File: config.mk
export PLATFORM = sky130hd
export DESIGN_NAME = register_file
export DESIGN_NICKNAME = d
export VERILOG_FILES = /design/src/rtl/datapath_pkg.sv /design/src/rtl/regfile_read_port.sv /design/src/rtl/register_file.sv
export SDC_FILE = /design/constraint.sdc
export NUM_CORES = 2
export LEC_CHECK = 0
export BUFFER_PORTS_ARGS = -buffer_cell sky130_fd_sc_hd__buf_2
export CELL_PAD_IN_SITES_DETAIL_PLACEMENT = 0
export CELL_PAD_IN_SITES_GLOBAL_PLACEMENT = 1
export CORE_MARGIN = 5
export CORE_UTILIZATION = 53
export DETAILED_ROUTE_END_ITERATION = 12
export PLACE_DENSITY = 0.87
export SYNTH_ARGS = -nofsm -noshare
export SYNTH_HDL_FRONTEND = slang
export SYNTH_SLANG_ARGS = --single-unit
File: constraint.sdc
create_clock -name clk -period 1.95 [get_ports clk]
set_input_delay 0.195 -clock clk [delete_from_list [all_inputs] [get_ports clk]]
set_output_delay 0.195 -clock clk [all_outputs]
set_load 0.05 [all_outputs]
File: src/rtl/datapath_pkg.sv
// datapath_pkg
//   Constants shared by the integer datapath blocks.
//   XLEN       : architectural register width in bits
//   REG_ADDR_W : width of a register index
//   NUM_REGS   : number of integer registers
//   ZERO_REG   : index of the hardwired-zero register
package datapath_pkg;

  localparam int XLEN       = 32;
  localparam int REG_ADDR_W = 5;
  localparam int NUM_REGS   = 32;

  localparam logic [REG_ADDR_W-1:0] ZERO_REG = 5'd0;

endpackage

File: src/rtl/regfile_read_port.sv
// regfile_read_port
//   One combinational read port of the integer register file: a 2**ADDR_W:1
//   mux over the flattened register storage. Index 0 is forced to zero so the
//   port never depends on whatever the storage holds for x0.
// Ports:
//   regs_i : all registers, packed, register n in regs_i[n]
//   idx_i  : register index to read
//   data_o : contents of register idx_i (0 when idx_i is 0)
module regfile_read_port
  import datapath_pkg::*;
#(
  parameter int DATA_W = XLEN,
  parameter int ADDR_W = REG_ADDR_W
) (
  input  logic [(2**ADDR_W)-1:0][DATA_W-1:0] regs_i,
  input  logic [ADDR_W-1:0]                  idx_i,
  output logic [DATA_W-1:0]                  data_o
);

  assign data_o = (idx_i == ADDR_W'(ZERO_REG)) ? '0 : regs_i[idx_i];

endmodule

File: src/rtl/register_file.sv
// register_file
//   32 x 32-bit integer register file with two combinational read ports and
//   one synchronous write port. x0 reads as zero and ignores writes. Storage
//   is plain flip-flops with asynchronous clear; there is no write-to-read
//   bypass, so a read of the register being written shows the old value until
//   the capturing edge.
// Ports:
//   clk        : clock, write port updates on its rising edge
//   rst_n      : asynchronous active-low reset, clears every register
//   rs1, rs2   : read port indices
//   rd         : write port index
//   write_data : value written to register rd
//   reg_write  : write enable, active high
//   read_data1 : contents of register rs1
//   read_data2 : contents of register rs2
module register_file
  import datapath_pkg::*;
#(
  parameter int DATA_W = XLEN,
  parameter int ADDR_W = REG_ADDR_W
) (
  input  logic              clk,
  input  logic              rst_n,
  input  logic [ADDR_W-1:0] rs1,
  input  logic [ADDR_W-1:0] rs2,
  input  logic [ADDR_W-1:0] rd,
  input  logic [DATA_W-1:0] write_data,
  input  logic              reg_write,
  output logic [DATA_W-1:0] read_data1,
  output logic [DATA_W-1:0] read_data2
);

  localparam int NREGS = 2**ADDR_W;

  logic [NREGS-1:0][DATA_W-1:0] regs_q;
  logic [NREGS-1:0][DATA_W-1:0] regs_d;

  // Entry 0 is pinned to zero here as well as in the read ports, so the
  // flops behind it are constant and get trimmed by synthesis.
  always_comb begin
    regs_d = regs_q;
    if (reg_write && (rd != ADDR_W'(ZERO_REG))) begin
      regs_d[rd] = write_data;
    end
    regs_d[0] = '0;
  end

  always_ff @(posedge clk or negedge rst_n) begin
    if (!rst_n) begin
      regs_q <= '0;
    end else begin
      regs_q <= regs_d;
    end
  end

  regfile_read_port #(
    .DATA_W (DATA_W),
    .ADDR_W (ADDR_W)
  ) u_read_port1 (
    .regs_i (regs_q),
    .idx_i  (rs1),
    .data_o (read_data1)
  );

  regfile_read_port #(
    .DATA_W (DATA_W),
    .ADDR_W (ADDR_W)
  ) u_read_port2 (
    .regs_i (regs_q),
    .idx_i  (rs2),
    .data_o (read_data2)
  );

endmodule

After elaboration in Yosys (flattened, before gate mapping)

Index checks and enable logic that the tools add are counted.

Reduce and logical (&&, ||, !) cells: 5
Mux-type cells: 9
Magnitude comparators: 4

Operators by type and width:

| cell                                                                   | count |
|---|---|
| 1024-bit bitwise mux                                                   | 1 |
| 32-bit binary-select mux with 5-bit select                             | 2 |
| 32-bit demux with 5-bit select                                         | 1 |
| 32-bit two-way mux                                                     | 5 |
| 5-bit by 6-bit < comparator with 1-bit output (second input constant)  | 3 |
| 5-bit zero test                                                        | 2 |
| 5-bit by 1-bit >= comparator with 1-bit output (second input constant) | 1 |
| 5-bit nonzero test                                                     | 1 |
| 1-bit logical AND                                                      | 2 |

Input bits: 50
Register bits: 992
Output and inout port bits: 64
Word-level logic and storage cells: 49

Depth between registers and ports, before layout

Depth in word-level cells: 5
Mapped depth: 8
Mapped depth without buffers: 4

Hierarchy

Synthesis repeated with hierarchy kept, for this count alone.

Cells, all modules: 3,552
Area, all modules: 53,891.7 sq um

Modules (own cells, without submodules):

| module            | cells each | area an instance (sq um) | sequential area each (sq um) | instances |
|---|---|---|---|---|
| register_file     | 2,224      | 37,155.6                 | 24,823.8                     | 1 |
| regfile_read_port | 664        | 8,368.0                  | 0.0                          | 2 |

Worst setup path after synthesis

Ideal clock, no wire load.

Path kind: in2out
Start point: in rs2[1]
End point: out read_data2[10]
Cell stages on the path: 7
Arrival time: 2.653 ns
Required time: 1.755 ns
Slack: -0.898 ns
Buffers on the path: 3
Cell sequence: buf_4 or2_2 buf_2 buf_2 o22ai_1 nor3_1 nor4_1

Longest elaborated chain between the ends: 3
Elaborated cells between the ends (all ways): 4
Those cells by class: mux: 3; reduce/logical: 1

RTL lines:

| element                                    | RTL line                | source |
|---|---|---|
| start: declaration                         | register_file.sv:25     | `input logic [ADDR_W-1:0] rs2,` |
| 32-bit binary-select mux with 5-bit select | regfile_read_port.sv:20 | `assign data_o = (idx_i == ADDR_W'(ZERO_REG)) ? '0 : regs_i[idx_i];` |
| 32-bit two-way mux (not written as such)   | regfile_read_port.sv:20 |  |
| 32-bit two-way mux *                       | regfile_read_port.sv:20 |  |
| end: declaration                           | register_file.sv:30     | `output logic [DATA_W-1:0] read_data2` |

Every way passes the cells marked *; elsewhere a longest branch is shown, timed or not. The select of a mux whose other input is x is not followed.

Worst setup path in the final report

Start point: reg regs_q[258] in the netlist's numbering
End point: out read_data2[2]

Longest elaborated chain between the ends: 3

RTL lines:

| element                                    | RTL line                | source |
|---|---|---|
| start: declaration                         | register_file.sv:35     | `logic [NREGS-1:0][DATA_W-1:0] regs_q;` |
| start signal: assignment                   | register_file.sv:52     | `regs_q <= regs_d;` |
| 32-bit binary-select mux with 5-bit select | regfile_read_port.sv:20 |  |
| 32-bit two-way mux (not written as such)   | regfile_read_port.sv:20 |  |
| 32-bit two-way mux                         | regfile_read_port.sv:20 |  |

Every way passes these cells. The select of a mux whose other input is x is not followed.

==> summary.txt <==
Run status
  – Run status: complete, but fails checks
  – Violated checks: negative setup slack

Min path
  – Min-delay src: write_data[16]
  – Worst Hold End: regs_q[944]
  – Worst min-delay path class: input port to register
  – Worst hold stages: 2

Floorplanning
  – Starting Density: 53.4%
  – Core ar.: roughly 100000 um2
  – Num rows: about 120
  – Die W: ~330 um
  – Die H: approximately 330 um
  – Die footprint: roughly 110000 um2
  – I/O pin count: 114

Drt
  – WL/cell: 30.0 um
  – Iter 0 DRT Violations: approximately 3900
  – Drt drc: 0
  – Routed vias: between 30000 and 40000
  – DR pass1 iterations: 8
  – Routed Antenna Nets: 0
  – Vias per cell: 6.78
  – WL final: between 150 and 200 mm

Timing
  – Fmax achieved: about 380 MHz
  – Total negative setup slack: -32.68 ns
  – Final worst-path setup slack: -0.662 ns
  – Max-Slew Margin vs Limit: a little under a third
  – Crit share post-route: 134%
  – Worst-margin pin slew: between 1 and 1.5 ns
  – RSZ-0062 raised after global routing: yes
  – Max-slew violations: 0
  – Endpoints failing hold: 0
  – Post-route minimum period: approximately 2.6 ns
  – Hold WS: about 0.14 ns
  – Final setup viols: 64
  – Fin Clk Skew: 0 ns

Power and ir drop
  – Max IR drop VDD: around 0.72 mV
  – Static leakage: slightly below 30 nW
  – P per Cell Area: approximately 1000 nW/um2

Run
  – Max Cap Violations: 0

Clocking
  – Total CTS buffers: ~110
  – CTS root buffer: clkbuf_16
  – Clk_lat worst skew: roughly 0.7 ns
  – Sink Count: roughly 1000
  – Clock buffer depth: 3
  – CTS tree: done
  – H-tree Lvls: 3
  – Clk slew on worst S/H paths: about 0.060 ns

Worst setup path
  – R2R setup slack: 0.83 ns
  – Setup Crit Path Kind: register to output pin
  – Critical path arrival: between 2 and 2.5 ns
  – Reg2Reg Depth: 4
  – Max stage delay on crit path: roughly 0.67 ns
  – Max Fanout on Critical Path: 3
  – Kind of start point of the critical path: register
  – Worst EP required: 1.75 ns
  – Slowest CP cell: nor4_4
  – Reg2reg start: regs_q[465]
  – Crit path cell chain: mux4_2 -> nor2b_2 -> a211oi_2 -> nor4_4 -> buf_6
  – Crit end category: output pin
  – Reg-to-Reg End: regs_q[465]

Cells and area
  – Commonest non-fill, non-tap cell in the layout: mux2_2
  – Top Registers: regs_q (992)
  – FF+latch area: about 25000 um2
  – Max reg flops: 992
  – Nets: ~4400
  – Area occupied by multi-input gates: between 20000 and 30000 um2
  – Final core utilization: 65.5%
  – Most frequent cells in the layout: 1029 x mux2_2, 992 x dfrtp_1, 641 x mux2i_1
  – Largest Register: regs_q
  – Layout fillers: 7054
  – Area growth syn-to-layout: 22.6%
  – Ratio of cells with drive above 1 in the final layout: between 40% and 50%

Yosys
  – Synth area leaders: dfrtp_1 46%, mux2_2 22%, mux2i_1 12%
  – Mean Syn Cell Area: approximately 13 um2
  – Post-synthesis sequential area ratio: 46.4%
  – Largest area contributor in the netlist: dfrtp_1
  – Mapped Cells: between 4000 and 5000
  – FFs w/ async S/R, synth: 100%
  – Post-synthesis net count: 4100
  – Main synth FF type: dfrtp_1
  – Yosys cell types: 35
  – Area of the mapped netlist: between 50000 and 60000 um2
  – Number of synthesized flops with an enable pin: 0
  – Synthesis-stage register bit count: 992
  – Yosys Warn Count: 0
  – Post-synth top area share: between 40% and 50%

Global routing
  – Vias in the first global route: between 30000 and 40000
  – First-pass GRT wire length: between 200 and 300 mm
  – Largest net degree at the start of global routing: 93
  – Grt total ovfl: 0
  – GRT Total Usage: 31.6%
  – Initial antenna violation count: 4

Placed design
  – Dpl hpwl: 112 mm
  – Routability cong.: 0.876
  – IO Port Bufs: 113
final cells by class:
type | instances | share of cell area (%)
multi-input combinational | 2633 | 43.2
tap | 1298 | 2.48
clock buffer | 159 | 4.86
sequential | 992 | 37.9
clock inverter | 36 | 0.689
antenna | 4 | 0.0153
timing repair buffer | 612 | 10.9
critical path: cells and delay by family (launching register included):
| family | cells | cell delay, ns |
|---|---|---|
| buf+inv | 1 | 0.25 |
| flops | 1 | 0.36 |
| simple gates | 2 | 0.82 |
| compound gates | 1 | 0.06 |
| mux | 1 | 0.23 |
report_power, final:
part | leakage (nW) | internal [W] | switching [W]
clock | 1.80 | 0.0124 | 0.00861
combinational | 15.0 | 0.00833 | 0.00691
sequential | 12.7 | 0.0246 | 0.00315
total | 29.5 | 0.0454 | 0.0187
cell usage after synthesis (2+ instances only):
library cell and n:
and2_1 2, nand2b_1 8, mux4_2 129, or2_2 5, a221o_1 63, mux2i_1 641
and3b_1 2, nor3_1 161, nand3b_1 4, nor2b_1 36, clkbuf_4 2, a31oi_1 31
mux2_1 25, a22oi_1 63, nand3_1 2, dfrtp_1 992, a21oi_1 32, buf_4 72
clkbuf_1 184, buf_2 128, o22ai_1 256, buf_6 26, mux2_2 1031, buf_1 13
nor2_2 8, a211oi_1 32, nor4_1 32, nor3b_1 4, nand2_1 21, nor2_1 10
a22o_1 31
kinds of logic (layout without fill, tap and decap cells):
kind of cell,after synthesis,count (layout),share of synthesized area (%)
AO/OA/AOI/OAI,509,509,6.70
other,0,4,0
buffers and inverters,425,807,4.17
flip-flops,992,992,46.4
AND/OR/NAND/NOR,298,298,3.01
multiplexers,1826,1826,39.7
metal layers:
| metal | up-vias | GRT usage (%) | wire length [um] | part of all wire [%] |
|---|---|---|---|---|
| li1 | 16000 | - | - | - |
| met3 | 409 | 6.83 | 16800 | 9.8 |
| met2 | 2025 | 49.2 | 79100 | 46 |
| met1 | 20400 | 44.2 | 69400 | 40 |
| met5 | - | 0 | 0 | 0 |
| met4 | 0 | 11.4 | 6600 | 3.8 |
worst max-delay path by stage:
stage | depth (start not counted) | to | start | slack [ns]
floorplan | 7 | read_data2[10] | rs2[1] | -0.05
global placement | 11 | read_data2[31] | rs2[0] | -0.43
CTS | 6 | read_data1[18] | regs_q[498] | -0.67
finish | 5 | read_data2[2] | regs_q[258] | -0.66
global route | 6 | read_data1[15] | regs_q[495] | -0.69
detailed placement | 11 | read_data2[31] | rs2[0] | -0.44
metrics by stage:
| step | setup WS, ns | instance area (um2) | std cells | power, W |
|---|---|---|---|---|
| floorplan | -0.0454 | 54500 | 4050 | 0.0373 |
| global placement | -0.427 | 60800 | 5515 | 0.0416 |
| detailed placement | -0.442 | 60800 | 5515 | 0.0423 |
| CTS | -0.669 | 65200 | 5716 | 0.0638 |
| global route | -0.693 | 65600 | 5731 | 0.0666 |
| finish | -0.662 | 65600 | 5734 | 0.0641 |
repair_timing:
action                                  CTS  global route
gates resized for setup                 174            41
endpoints found under the hold margin   567             0
pin swaps                               107            27
buffers inserted                         21            19
endpoints found under the setup margin   64            64
hold buffers                              2             0
No activity file was read; power rests on OpenSTA's default activity.
